--- src/rtl/multicycle_ctrl_unit.sv ---
// Multi-cycle RV32I control sequencer: registered opcode decode plus a
// FETCH/DECODE/EXEC/MEM/WB FSM with req/ack handshakes and timeout traps.
module multicycle_ctrl_unit #(
  parameter bit          EN_MULDIV = 1'b1,
  parameter int unsigned WAIT_MAX  = 16,
  parameter int unsigned CNT_W     = 5
) (
  input  logic       clk,
  input  logic       rst,
  input  logic [6:0] opcode,
  input  logic [6:0] funct7,
  input  logic       imem_ack,
  input  logic       dmem_ack,
  input  logic       mdu_done,
  output logic       imem_req,
  output logic       dmem_req,
  output logic       dmem_we,
  output logic       mdu_start,
  output logic       ir_we,
  output logic       pc_we,
  output logic       reg_we,
  output logic [2:0] imm_type,
  output logic [2:0] alu_op,
  output logic       alu_src,
  output logic       rd_src,
  output logic       pc_to_reg_src,
  output logic       mem_to_reg,
  output logic [1:0] branch,
  output logic       trap,
  output logic [1:0] trap_cause,
  output logic [2:0] state_o
);

  typedef enum logic [2:0] {
    StIdle   = 3'd0,
    StFetch  = 3'd1,
    StDecode = 3'd2,
    StExec   = 3'd3,
    StMem    = 3'd4,
    StWb     = 3'd5,
    StTrap   = 3'd6
  } state_e;

  typedef struct packed {
    logic [2:0] imm_type;
    logic [2:0] alu_op;
    logic       alu_src;
    logic       rd_src;
    logic       pc_to_reg_src;
    logic       mem_to_reg;
    logic [1:0] branch;
    logic       dmem_we;
    logic       is_mul;
    logic       is_load;
    logic       is_store;
    logic       is_branch;
  } dec_t;

  localparam bit             TimeoutEn = (WAIT_MAX != 0);
  localparam logic [CNT_W-1:0] CntLast = CNT_W'(WAIT_MAX - 1);

  state_e           state_q, state_d;
  dec_t             dec_q, dec_d, dec_new, dec_dflt;
  logic [1:0]       cause_q, cause_d;
  logic [CNT_W-1:0] cnt_q, cnt_d;
  logic             exec_first_q;
  logic             illegal;
  logic             timeout;

  assign timeout = TimeoutEn && (cnt_q == CntLast);

  // Opcode decode; only captured while in DECODE.
  always_comb begin
    dec_dflt        = '0;
    dec_dflt.alu_op = 3'd2;
    dec_new         = dec_dflt;
    illegal         = 1'b0;
    case (opcode)
      7'b0110011: begin
        dec_new.alu_src = 1'b1;
        if (funct7 == 7'b0000001) begin
          if (EN_MULDIV) begin
            dec_new.alu_op = 3'd6;
            dec_new.is_mul = 1'b1;
          end else begin
            illegal = 1'b1;
          end
        end else if (funct7 == 7'b0000000 || funct7 == 7'b0100000) begin
          dec_new.alu_op = 3'd0;
        end else begin
          illegal = 1'b1;
        end
      end
      7'b0000011: begin
        dec_new.mem_to_reg = 1'b1;
        dec_new.is_load    = 1'b1;
      end
      7'b0010011: dec_new.alu_op = 3'd1;
      7'b1100111: begin
        dec_new.alu_op = 3'd3;
        dec_new.rd_src = 1'b1;
        dec_new.branch = 2'b10;
      end
      7'b0100011: begin
        dec_new.imm_type = 3'd1;
        dec_new.dmem_we  = 1'b1;
        dec_new.is_store = 1'b1;
      end
      7'b1100011: begin
        dec_new.imm_type  = 3'd2;
        dec_new.alu_op    = 3'd4;
        dec_new.alu_src   = 1'b1;
        dec_new.branch    = 2'b01;
        dec_new.is_branch = 1'b1;
      end
      7'b0010111: begin
        dec_new.imm_type      = 3'd3;
        dec_new.rd_src        = 1'b1;
        dec_new.pc_to_reg_src = 1'b1;
      end
      7'b0110111: begin
        dec_new.imm_type = 3'd3;
        dec_new.alu_op   = 3'd5;
      end
      7'b1101111: begin
        dec_new.imm_type = 3'd4;
        dec_new.rd_src   = 1'b1;
        dec_new.branch   = 2'b11;
      end
      default: illegal = 1'b1;
    endcase
  end

  always_ff @(posedge clk or posedge rst) begin
    if (rst) begin
      state_q      <= StIdle;
      dec_q        <= '0;
      cause_q      <= 2'b00;
      cnt_q        <= '0;
      exec_first_q <= 1'b0;
    end else begin
      state_q      <= state_d;
      dec_q        <= dec_d;
      cause_q      <= cause_d;
      cnt_q        <= cnt_d;
      exec_first_q <= (state_d == StExec) && (state_q != StExec);
    end
  end

  always_comb begin
    state_d = state_q;
    cause_d = cause_q;
    case (state_q)
      StIdle:  state_d = StFetch;
      StFetch: begin
        if (imem_ack) begin
          state_d = StDecode;
        end else if (timeout) begin
          state_d = StTrap;
          cause_d = 2'b10;
        end
      end
      StDecode: begin
        if (illegal) begin
          state_d = StTrap;
          cause_d = 2'b01;
        end else begin
          state_d = StExec;
        end
      end
      StExec: begin
        if (dec_q.is_mul) begin
          if (mdu_done) begin
            state_d = StWb;
          end else if (timeout) begin
            state_d = StTrap;
            cause_d = 2'b11;
          end
        end else if (dec_q.is_load || dec_q.is_store) begin
          state_d = StMem;
        end else if (dec_q.is_branch) begin
          state_d = StFetch;
        end else begin
          state_d = StWb;
        end
      end
      StMem: begin
        if (dmem_ack) begin
          state_d = dec_q.is_store ? StFetch : StWb;
        end else if (timeout) begin
          state_d = StTrap;
          cause_d = 2'b10;
        end
      end
      StWb:    state_d = StFetch;
      StTrap:  state_d = StFetch;
      default: state_d = StIdle;
    endcase

    // Only waiting states loop on themselves, so any state change restarts the count.
    cnt_d = (state_d != state_q) ? '0 : cnt_q + CNT_W'(1);

    dec_d = dec_q;
    if (state_d == StTrap) begin
      dec_d = dec_dflt;
    end else if (state_q == StDecode) begin
      dec_d = dec_new;
    end
  end

  always_comb begin
    imem_req      = (state_q == StFetch);
    ir_we         = (state_q == StFetch) && imem_ack;
    dmem_req      = (state_q == StMem);
    mdu_start     = (state_q == StExec) && dec_q.is_mul && exec_first_q;
    reg_we        = (state_q == StWb);
    trap          = (state_q == StTrap);
    pc_we         = ((state_q == StExec) && dec_q.is_branch) ||
                    ((state_q == StMem) && dec_q.is_store && dmem_ack) ||
                    (state_q == StWb) || (state_q == StTrap);
    dmem_we       = dec_q.dmem_we;
    imm_type      = dec_q.imm_type;
    alu_op        = dec_q.alu_op;
    alu_src       = dec_q.alu_src;
    rd_src        = dec_q.rd_src;
    pc_to_reg_src = dec_q.pc_to_reg_src;
    mem_to_reg    = dec_q.mem_to_reg;
    branch        = dec_q.branch;
    trap_cause    = cause_q;
    state_o       = state_q;
  end

endmodule

--- config.mk ---
export PLATFORM = sky130hd
export DESIGN_NAME = multicycle_ctrl_unit
export DESIGN_NICKNAME = d
export VERILOG_FILES = /design/src/rtl/multicycle_ctrl_unit.sv
export SDC_FILE = /design/constraint.sdc
export NUM_CORES = 1
export LEC_CHECK = 0
export ABC_AREA = 1
export BUFFER_PORTS_ARGS = -buffer_cell sky130_fd_sc_hd__buf_2
export CAP_MARGIN = 15
export CORE_UTILIZATION = 49
export CTS_BUF_LIST = sky130_fd_sc_hd__clkbuf_8
export DETAILED_ROUTE_END_ITERATION = 10
export PLACE_DENSITY = 0.76
export SYNTH_ARGS = -nofsm -noshare
export SYNTH_HDL_FRONTEND = slang
export SYNTH_SLANG_ARGS = --single-unit
--- constraint.sdc ---
create_clock -name clk -period 1.83 [get_ports clk]
set_input_delay 0.366 -clock clk [delete_from_list [all_inputs] [get_ports clk]]
set_output_delay 0.366 -clock clk [all_outputs]
set_load 0.01 [all_outputs]
==> flow_summary.ini, run 1 <==
[worst_setup_path]
path_buf_inv = 0
crit_path_start_kind = flop
r2r_setup_slack_ns = -0.02
critical_path_class = reg2reg
critPathCaptureType = flop
crit_chain = ha_2 -> and3_4 -> ha_4 -> or2_4 -> a21oi_2 -> nor2_1 -> nand3_1 -> nand3_4 -> nor3_4
crit_required_ns = 2.03
crit_path_max_incr_delay_ns = 0.40
arrival_ns = 2.05
cpMaxStageDelayCell = dfrtp_1
critPathTopFamily = simple AND/OR/NAND/NOR gates
worstPathMaxFanout = 5

[drt]
via_count = 1611
wl_um = 3930
vias_per_cell = 4.97
drtIter0Drc = 96
ant_nets = 0
firstDrtPassIters = 4
route.detailed.drc = 0
wl_per_cell_um = 12.1

[sta]
tns_ns = -0.0267
slew_headroom_pct = 77.6
final_max_slew_viol_count = 0
finalCritPeriodShare_pct = 101
fmax_mhz = 541
grt_setup_unrepaired = true
hold_viol = 0
setup_viol = 3
finalWorstSetupSlack_ns = -0.0173
layout_min_cycle_time_ns = 1.85
clock_skew_ns = 0.00213
tightest_slew_ns = 0.336

[power_and_ir_drop]
p_int_mw = 1.38
clockPowerShare_pct = 15.3
power.total_mw = 2.42
irDropWorstVdd_mv = 0.430
p_sw_share_pct = 43.1
power.share.sequential_pct = 32.3
pwr-share-comb_pct = 52.4
cellPowerDensity_nw_per_um2 = 1140
power_leakage_nw = 1.12
p_switching_mw = 1.05

[flow_run]
cap_violations = 0

[global_route]
grt_pass1_vias = 1456
grt_overflow = 0
grt_util_all_layers_pct = 24.0
grt_max_degree = 27
antenna_found_initial = 0
grt_pass1_wl_um = 6420

[clock_network]
clock_sinks = 26
cts_tree = done
cts_buffer_depth = 2
clockRootBuffer = clkbuf_8
cts_hold_buf = 0
clk_pin_slew_ns = 0.09
clk_latency_ns = 0.27
h-tree-depth = 1
cts_buffers = 3

[final_layout]
layout-drive-gt1-share_pct = 37.5
fin_nets = 302
area_growth_pct = 26.8
num_antenna_cells = 0
final_util_pct = 67.6
layout_commonest_cell = nand2_1
regMostFlops = cnt_q
layout_common_cells = nand2_1, buf_2, inv_1
largest_reg_flops = 5
fillCellCount = 273
finalNonFillerCells = 324

[floorplanning]
row_count = 20
start_util_pct = 53.3
die_w_um = 60.6
io_pins = 44
die_area_um2 = 3670
die_h_um = 60.6
core_area_um2 = 3150

[outcome]
status = finished with violations
violations = negative setup slack

[yosys]
syn-cell-area_um2 = 1680
synth_nets = 250
avgSynthCellArea_um2 = 7.34
yosys_register_bits = 26
yosysWarnings = 0
syn_inst = 229
ys_seq_area_share_pct = 38.7
ys_types = 33

[placed_design]
portBuffers = 43
dp.cells = 314
dp_hpwl_um = 2900
gp_congestion = 0.858

[hold_path]
hold_class = in2async
## cell type report
class                      count  area [um^2]  area share (%)
clock buffer                   4         55.1            2.58
inverter                      34          135            6.34
multi-input combinational    157          898            42.1
sequential                    26          653            30.6
tap                           44         55.1            2.58
timing repair buffer          59          335            15.7
## kinds of logic (layout without fill, tap and decap cells)
| group | after synthesis | after routing | synth area share, % |
|---|---|---|---|
| adder cells (fa/ha/maj) | 2 | 2 | 1.49 |
| AO/OA/AOI/OAI | 34 | 34 | 10.7 |
| AND/OR/NAND/NOR | 119 | 119 | 35.0 |
| flip-flops | 26 | 26 | 38.7 |
| buffers and inverters | 46 | 97 | 13.0 |
| XOR/XNOR | 2 | 2 | 1.04 |
## cell usage after synthesis
cell type   n  area (um^2)
or2_0       1         6.26
inv_2       4         15.0
buf_4       9         67.6
clkbuf_1    1         3.75
dfrtp_1    26          651
o211ai_1    1         7.51
or2_2       1         6.26
nor2_2      3         18.8
nand2_4     2         22.5
inv_1      28          105
nor3_1     10         50.1
nand3b_1    1         7.51
nand2_2     4         25.0
a21oi_1    17         85.1
xor2_1      1         8.76
and3_1      1         6.26
buf_6       1         11.3
inv_4       1         6.26
o21ai_0     9         45.0
a31oi_1     2         12.5
o31ai_1     1         7.51
ha_1        2         25.0
nand3_2     2         20.0
o21ai_1     2         10.0
clkinv_2    1         5.00
o22ai_1     2         12.5
nor2_1     23         86.3
nor2_4      5         56.3
nor4_4      1         21.3
xnor2_1     1         8.76
nand2_1    50          188
nand3_1    15         75.1
buf_2       1         5.00
## power groups by stage
stage	Clock (mW)	Combinational, mW	Sequential (mW)
floorplan	0	0.754	0.777
global placement	0	0.995	0.781
detailed placement	0	1.01	0.786
CTS	0.380	1.16	0.782
global route	0.411	1.41	0.796
finish	0.371	1.27	0.783
## metal layers
metal,up-vias,track usage (%),part of all wire [%]
li1,829,-,-
met1,717,32.4,46
met2,56,39.7,47
met3,9,2.99,5.9
met4,0,8.44,1.8
met5,-,0,0
## what timing repair did
item                                    CTS  global route
pin swaps                                 5            11
hold endpoints to repair                  0             0
endpoints found under the setup margin    6            18
resized for setup                        13            12
setup buffers                             2             4
## through the flow
| step | setup slack [ns] | area, um^2 | hold WS, ns |
|---|---|---|---|
| 2_1_floorplan | 0.0258 | 1680 | 0.406 |
| 3_3_place_gp | 0.00860 | 1940 | 0.434 |
| 3_5_place_dp | -0.0630 | 1940 | 0.438 |
| 4_1_cts | 0.00224 | 2060 | 0.139 |
| 5_1_grt | -0.117 | 2130 | 0.156 |
| 6_report | -0.0173 | 2130 | 0.129 |
## worst paths after layout
check	from	endpoint	cells past startpoint
worst max register to register	cnt_q[0]	cnt_q[4]	9
worst max-delay path	cnt_q[0]	cnt_q[4]	9
max in group asynchronous	rst	state_o[2]	3
worst min register to register	trap_cause[1]	trap_cause[1]	2
worst min-delay path	rst	imm_type[2]	3
min in group clk	opcode[5]	mem_to_reg	4
## tightest hold or removal path: cells and delay by family
family | cells | cell delay (ns)
buffers and inverters | 3 | 0.44
Power figures use the tool's default switching activity.
==> run 2: changes to the inputs <==
--- a/config.mk
+++ b/config.mk
@@ -8,10 +8,12 @@
 export ABC_AREA = 1
 export BUFFER_PORTS_ARGS = -buffer_cell sky130_fd_sc_hd__buf_2
 export CAP_MARGIN = 15
+export CORE_MARGIN = 2
 export CORE_UTILIZATION = 49
 export CTS_BUF_LIST = sky130_fd_sc_hd__clkbuf_8
 export DETAILED_ROUTE_END_ITERATION = 10
 export PLACE_DENSITY = 0.76
+export RECOVER_POWER = 100
 export SYNTH_ARGS = -nofsm -noshare
 export SYNTH_HDL_FRONTEND = slang
 export SYNTH_SLANG_ARGS = --single-unit
==> flow_summary.ini, run 2 (synthesis results as in run 1) <==
[power_and_ir_drop]
power_leakage_nw = 1.07
p_sw_share_pct = 43.6
cellPowerDensity_nw_per_um2 = 1140
clockPowerShare_pct = 15.3
pwr-share-comb_pct = 52.7
p_int_mw = 1.37
p_switching_mw = 1.06
power.share.sequential_pct = 32.1
irDropWorstVdd_mv = 0.394

[sta]
final_max_slew_viol_count = 0
tightest_slew_ns = 1.36
tns_ns = 0
hold_viol = 0
clock_skew_ns = 0.00282
slew_headroom_pct = 9.38
grt_setup_unrepaired = true
fmax_mhz = 557
setup_viol = 0
layout_min_cycle_time_ns = 1.80
finalCritPeriodShare_pct = 98.1

[placed_design]
portBuffers = 43
dp_hpwl_um = 2890
dp.cells = 316
gp_congestion = 0.913

[clock_network]
cts_tree = done
cts_hold_buf = 0
cts_buffer_depth = 2
h-tree-depth = 1
clock_sinks = 26
clockRootBuffer = clkbuf_8
clk_pin_slew_ns = 0.09
clk_latency_ns = 0.27
cts_buffers = 3

[hold_path]
hold_class = in2reg
hold_end = mem_to_reg
hold_path_depth = 4
min_from = opcode[5]

[drt]
via_count = 1605
ant_nets = 0
vias_per_cell = 4.91
route.detailed.drc = 0
wl_per_cell_um = 11.6
drtIter0Drc = 90
wl_um = 3810
firstDrtPassIters = 4

[final_layout]
finalNonFillerCells = 327
layout_common_cells = nand2_1, buf_2, inv_1
largest_reg_flops = 5
area_growth_pct = 26.9
layout-drive-gt1-share_pct = 34.2
layout_commonest_cell = nand2_1
num_antenna_cells = 0
regMostFlops = cnt_q
fin_nets = 303

[global_route]
antenna_found_initial = 0
grt_max_degree = 27
grt_pass1_wl_um = 6290
grt_util_all_layers_pct = 20.3
grt_pass1_vias = 1477
grt_overflow = 0

[worst_setup_path]
r2r_cells = 10
crit_path_start_kind = flop
worstPathMaxFanout = 5
r2r_start = cnt_q[0]
r2r_setup_slack_ns = 0.03
critPathCaptureType = flop
startpoint = cnt_q[0]
timing.rr.end = cnt_q[0]
arrival_ns = 1.96
crit_required_ns = 2.00
critical_path_class = reg2reg

[flow_run]
cap_violations = 0

[floorplanning]
die_h_um = 62.6
io_pins = 44
die_area_um2 = 3920
start_util_pct = 50.8
row_count = 21
die_w_um = 62.6
core_area_um2 = 3310

[outcome]
status = complete, no violations
run 2: changes by cell type in the layout (fill, tap and decap cells not counted), moves of 2 or more:
cell / before / now
o21ai_0: 8 / 4
o21ai_1: 3 / 5
clkbuf_1: 0 / 16
o21ai_2: 0 / 2
buf_2: 43 / 28
run 2: worst max-delay path: stages, from the launching register on:
cell and delay (ns):
dfrtp_1 0.40, ha_2 0.20, and3_4 0.18, ha_4 0.16, or2_4 0.25, a21oi_2 0.12
nor2_2 0.06, nand2_1 0.09, nand2_2 0.07, nand3_4 0.11, nor3_2 0.06
run 2: final cells by class:
cell class | instances | area (um^2)
Tap cell | 46 | 57.6
Clock buffer | 4 | 55.1
Multi-Input combinational cell | 157 | 916
Fill cell | 311 | 1180
Sequential cell | 26 | 653
Inverter | 34 | 135
Timing Repair Buffer | 60 | 318
run 2: stage by stage:
step	utilization [%]	hold slack (ns)	setup WS (ns)	total power, mW	instance area [um^2]
final	64.5	0.448	0.0345	2.43	2130
after global routing	64.5	0.462	-0.0763	2.60	2130
after CTS	62.5	0.128	0.0211	2.30	2070
after detailed placement	58.7	0.433	-0.125	1.81	1940
after global placement	58.7	0.433	-0.00116	1.78	1940
after floorplan	-	0.406	0.0258	1.53	1680
run 2: worst max path at each step:
stage                     to  slack (ns)  depth (start not counted)
detailed placement  cnt_q[3]       -0.13                          9
finish              cnt_q[0]        0.03                         10
global route        dec_q[3]       -0.08                         10
floorplan           cnt_q[0]        0.03                          9
global placement    cnt_q[2]      -0.001                          9
CTS                 cnt_q[3]        0.02                          9
run 2: layer usage:
layer	GRT usage (%)	wire (um)	up-vias
li1	-	-	832
met1	27.3	1820	725
met2	32.1	1750	44
met3	2.70	173	4
met4	10.3	58	0
met5	0	0	-
run 2: power by group through the flow:
stage	logic [mW]	clock network (mW)	registers, mW
5_1_grt	1.40	0.399	0.793
6_report	1.28	0.372	0.780
4_1_cts	1.14	0.380	0.779
2_1_floorplan	0.754	0	0.777
3_3_place_gp	1.00	0	0.783
3_5_place_dp	1.02	0	0.788
run 2: timing repair:
action,in CTS,in global routing
buffers inserted,0,7
resized for setup,18,17
pin swaps,7,8
endpoints found under the setup margin,6,17
endpoints found under the hold margin,0,0
==> run 3: changes to the inputs <==
--- a/config.mk
+++ b/config.mk
@@ -14,6 +14,7 @@
 export DETAILED_ROUTE_END_ITERATION = 10
 export PLACE_DENSITY = 0.76
 export RECOVER_POWER = 100
+export SETUP_SLACK_MARGIN = 0.5
 export SYNTH_ARGS = -nofsm -noshare
 export SYNTH_HDL_FRONTEND = slang
 export SYNTH_SLANG_ARGS = --single-unit
==> flow_summary.ini, run 3 (synthesis results as in run 1) <==
[floorplanning]
die_w_um = 62.6
row_count = 21
start_util_pct = 50.8
die_area_um2 = 3920
io_pins = 44
core_area_um2 = 3310
die_h_um = 62.6

[clock_network]
cts_buffer_depth = 2
cts_tree = done
cts_hold_buf = 0
clk_latency_ns = 0.28
clk_pin_slew_ns = 0.09
cts_buffers = 3
clockRootBuffer = clkbuf_8
clock_sinks = 26
h-tree-depth = 1

[drt]
ant_nets = 0
firstDrtPassIters = 4
wl_per_cell_um = 14.6
vias_per_cell = 5.20
wl_um = 5070
route.detailed.drc = 0
drtIter0Drc = 87
via_count = 1804

[final_layout]
fillCellCount = 262
num_antenna_cells = 0
fin_area_um2 = 2470
area_growth_pct = 46.7
layout-drive-gt1-share_pct = 44.5
fin_nets = 323
layout_common_cells = nand2_1, buf_4, inv_1
final_util_pct = 74.5
largest_reg_flops = 5
layout_commonest_cell = nand2_1
regMostFlops = cnt_q
finalNonFillerCells = 347

[power_and_ir_drop]
p_sw_share_pct = 44.3
pwr-share-comb_pct = 60.3
power.share.sequential_pct = 27.0
p_int_mw = 1.65
power.total_mw = 2.96
cellPowerDensity_nw_per_um2 = 1200
irDropWorstVdd_mv = 0.491
power_leakage_nw = 1.20
clockPowerShare_pct = 12.7
p_switching_mw = 1.31

[sta]
clock_skew_ns = 0.00435
finalCritPeriodShare_pct = 99.6
setup_viol = 0
layout_min_cycle_time_ns = 1.82
slew_headroom_pct = 5.95
grt_setup_unrepaired = true
tightest_slew_ns = 1.41
fmax_mhz = 549
hold_ws_ns = 0.447
final_max_slew_viol_count = 0
hold_viol = 0

[worst_setup_path]
critical_path_class = reg2out
worstPathMaxFanout = 5
arrival_ns = 1.46
crit_path_start_kind = flop
critPathCaptureType = output port
crit_required_ns = 1.46

[global_route]
grt_pass1_vias = 1582
grt_util_all_layers_pct = 22.8
grt_pass1_wl_um = 7090
grt_max_degree = 27
grt_overflow = 0
antenna_found_initial = 0

[placed_design]
post_dp_cell_area_um2 = 1990
dp.cells = 314
portBuffers = 43
dp_hpwl_um = 2870
gp_congestion = 0.876

[outcome]
status = complete, no violations

[hold_path]
hold_class = in2reg

[flow_run]
cap_violations = 0
## run 3: changes by cell type in the layout (fill, tap and decap cells not counted), sizes merged
| cell | delta |
|---|---|
| buf | +20 |
| clkinv | +4 |
| inv | -3 |
| clkbuf | -1 |
## run 3: worst paths after layout
kind / endpoint / slack, ns / from / cells past startpoint
max in group asynchronous: state_o[1] / 0.36 / rst / 3
worst min-delay path: mem_to_reg / 0.45 / opcode[5] / 4
min in group asynchronous: alu_src / 0.54 / rst / 3
worst max-delay path: mdu_start / 0.007 / state_o[1] / 7
worst max register to register: cnt_q[3] / 0.03 / state_o[0] / 11
worst min register to register: trap_cause[0] / 0.51 / trap_cause[0] / 2
## run 3: worst max-delay path: stages, from the launching register on
cell,delay [ns]
dfrtp_2,0.43
clkinv_4,0.11
nor2_4,0.18
nand2_4,0.07
nor2_4,0.13
inv_4,0.07
nor2_4,0.08
buf_6,0.10
## run 3: power by group through the flow
| stage | combinational, mW | clock [mW] | sequential (mW) |
|---|---|---|---|
| global route | 1.90 | 0.403 | 0.811 |
| detailed placement | 1.04 | 0 | 0.803 |
| floorplan | 0.821 | 0 | 0.784 |
| CTS | 1.37 | 0.379 | 0.781 |
| global placement | 1.04 | 0 | 0.800 |
| finish | 1.79 | 0.378 | 0.800 |
## run 3: per-stage QoR
step                TNS [ns]  setup WS [ns]
floorplan                  0          0.144
global placement           0         0.0274
detailed placement  -0.00987       -0.00987
CTS                        0         0.0835
global route          -0.797        -0.0625
finish                     0        0.00734
## run 3: layer usage
layer,wire length (um),vias to the layer above,GRT usage (%)
li1,-,867,-
met1,2050,856,29.3
met2,2620,65,39.1
met3,192,16,1.80
met4,196,0,10.6
met5,0,-,0
## run 3: final cells by class
| type | instances | area [um^2] | share of cell area [%] |
|---|---|---|---|
| flip-flops and latches | 26 | 654 | 26.5 |
| inverters | 34 | 153 | 6.19 |
| multi-input cells | 157 | 1020 | 41.3 |
| repair buffers | 79 | 520 | 21.1 |
| clock buffers | 4 | 55.1 | 2.23 |
| well taps | 46 | 57.6 | 2.33 |
| repair inverters | 1 | 8.76 | 0.355 |
## run 3: timing repair
action / in CTS / in global routing
pin swaps: 8 / 14
buffers inserted: 18 / 10
endpoints found under the setup margin: 34 / 34
cloned: 1 / 0
gates resized for setup: 20 / 44
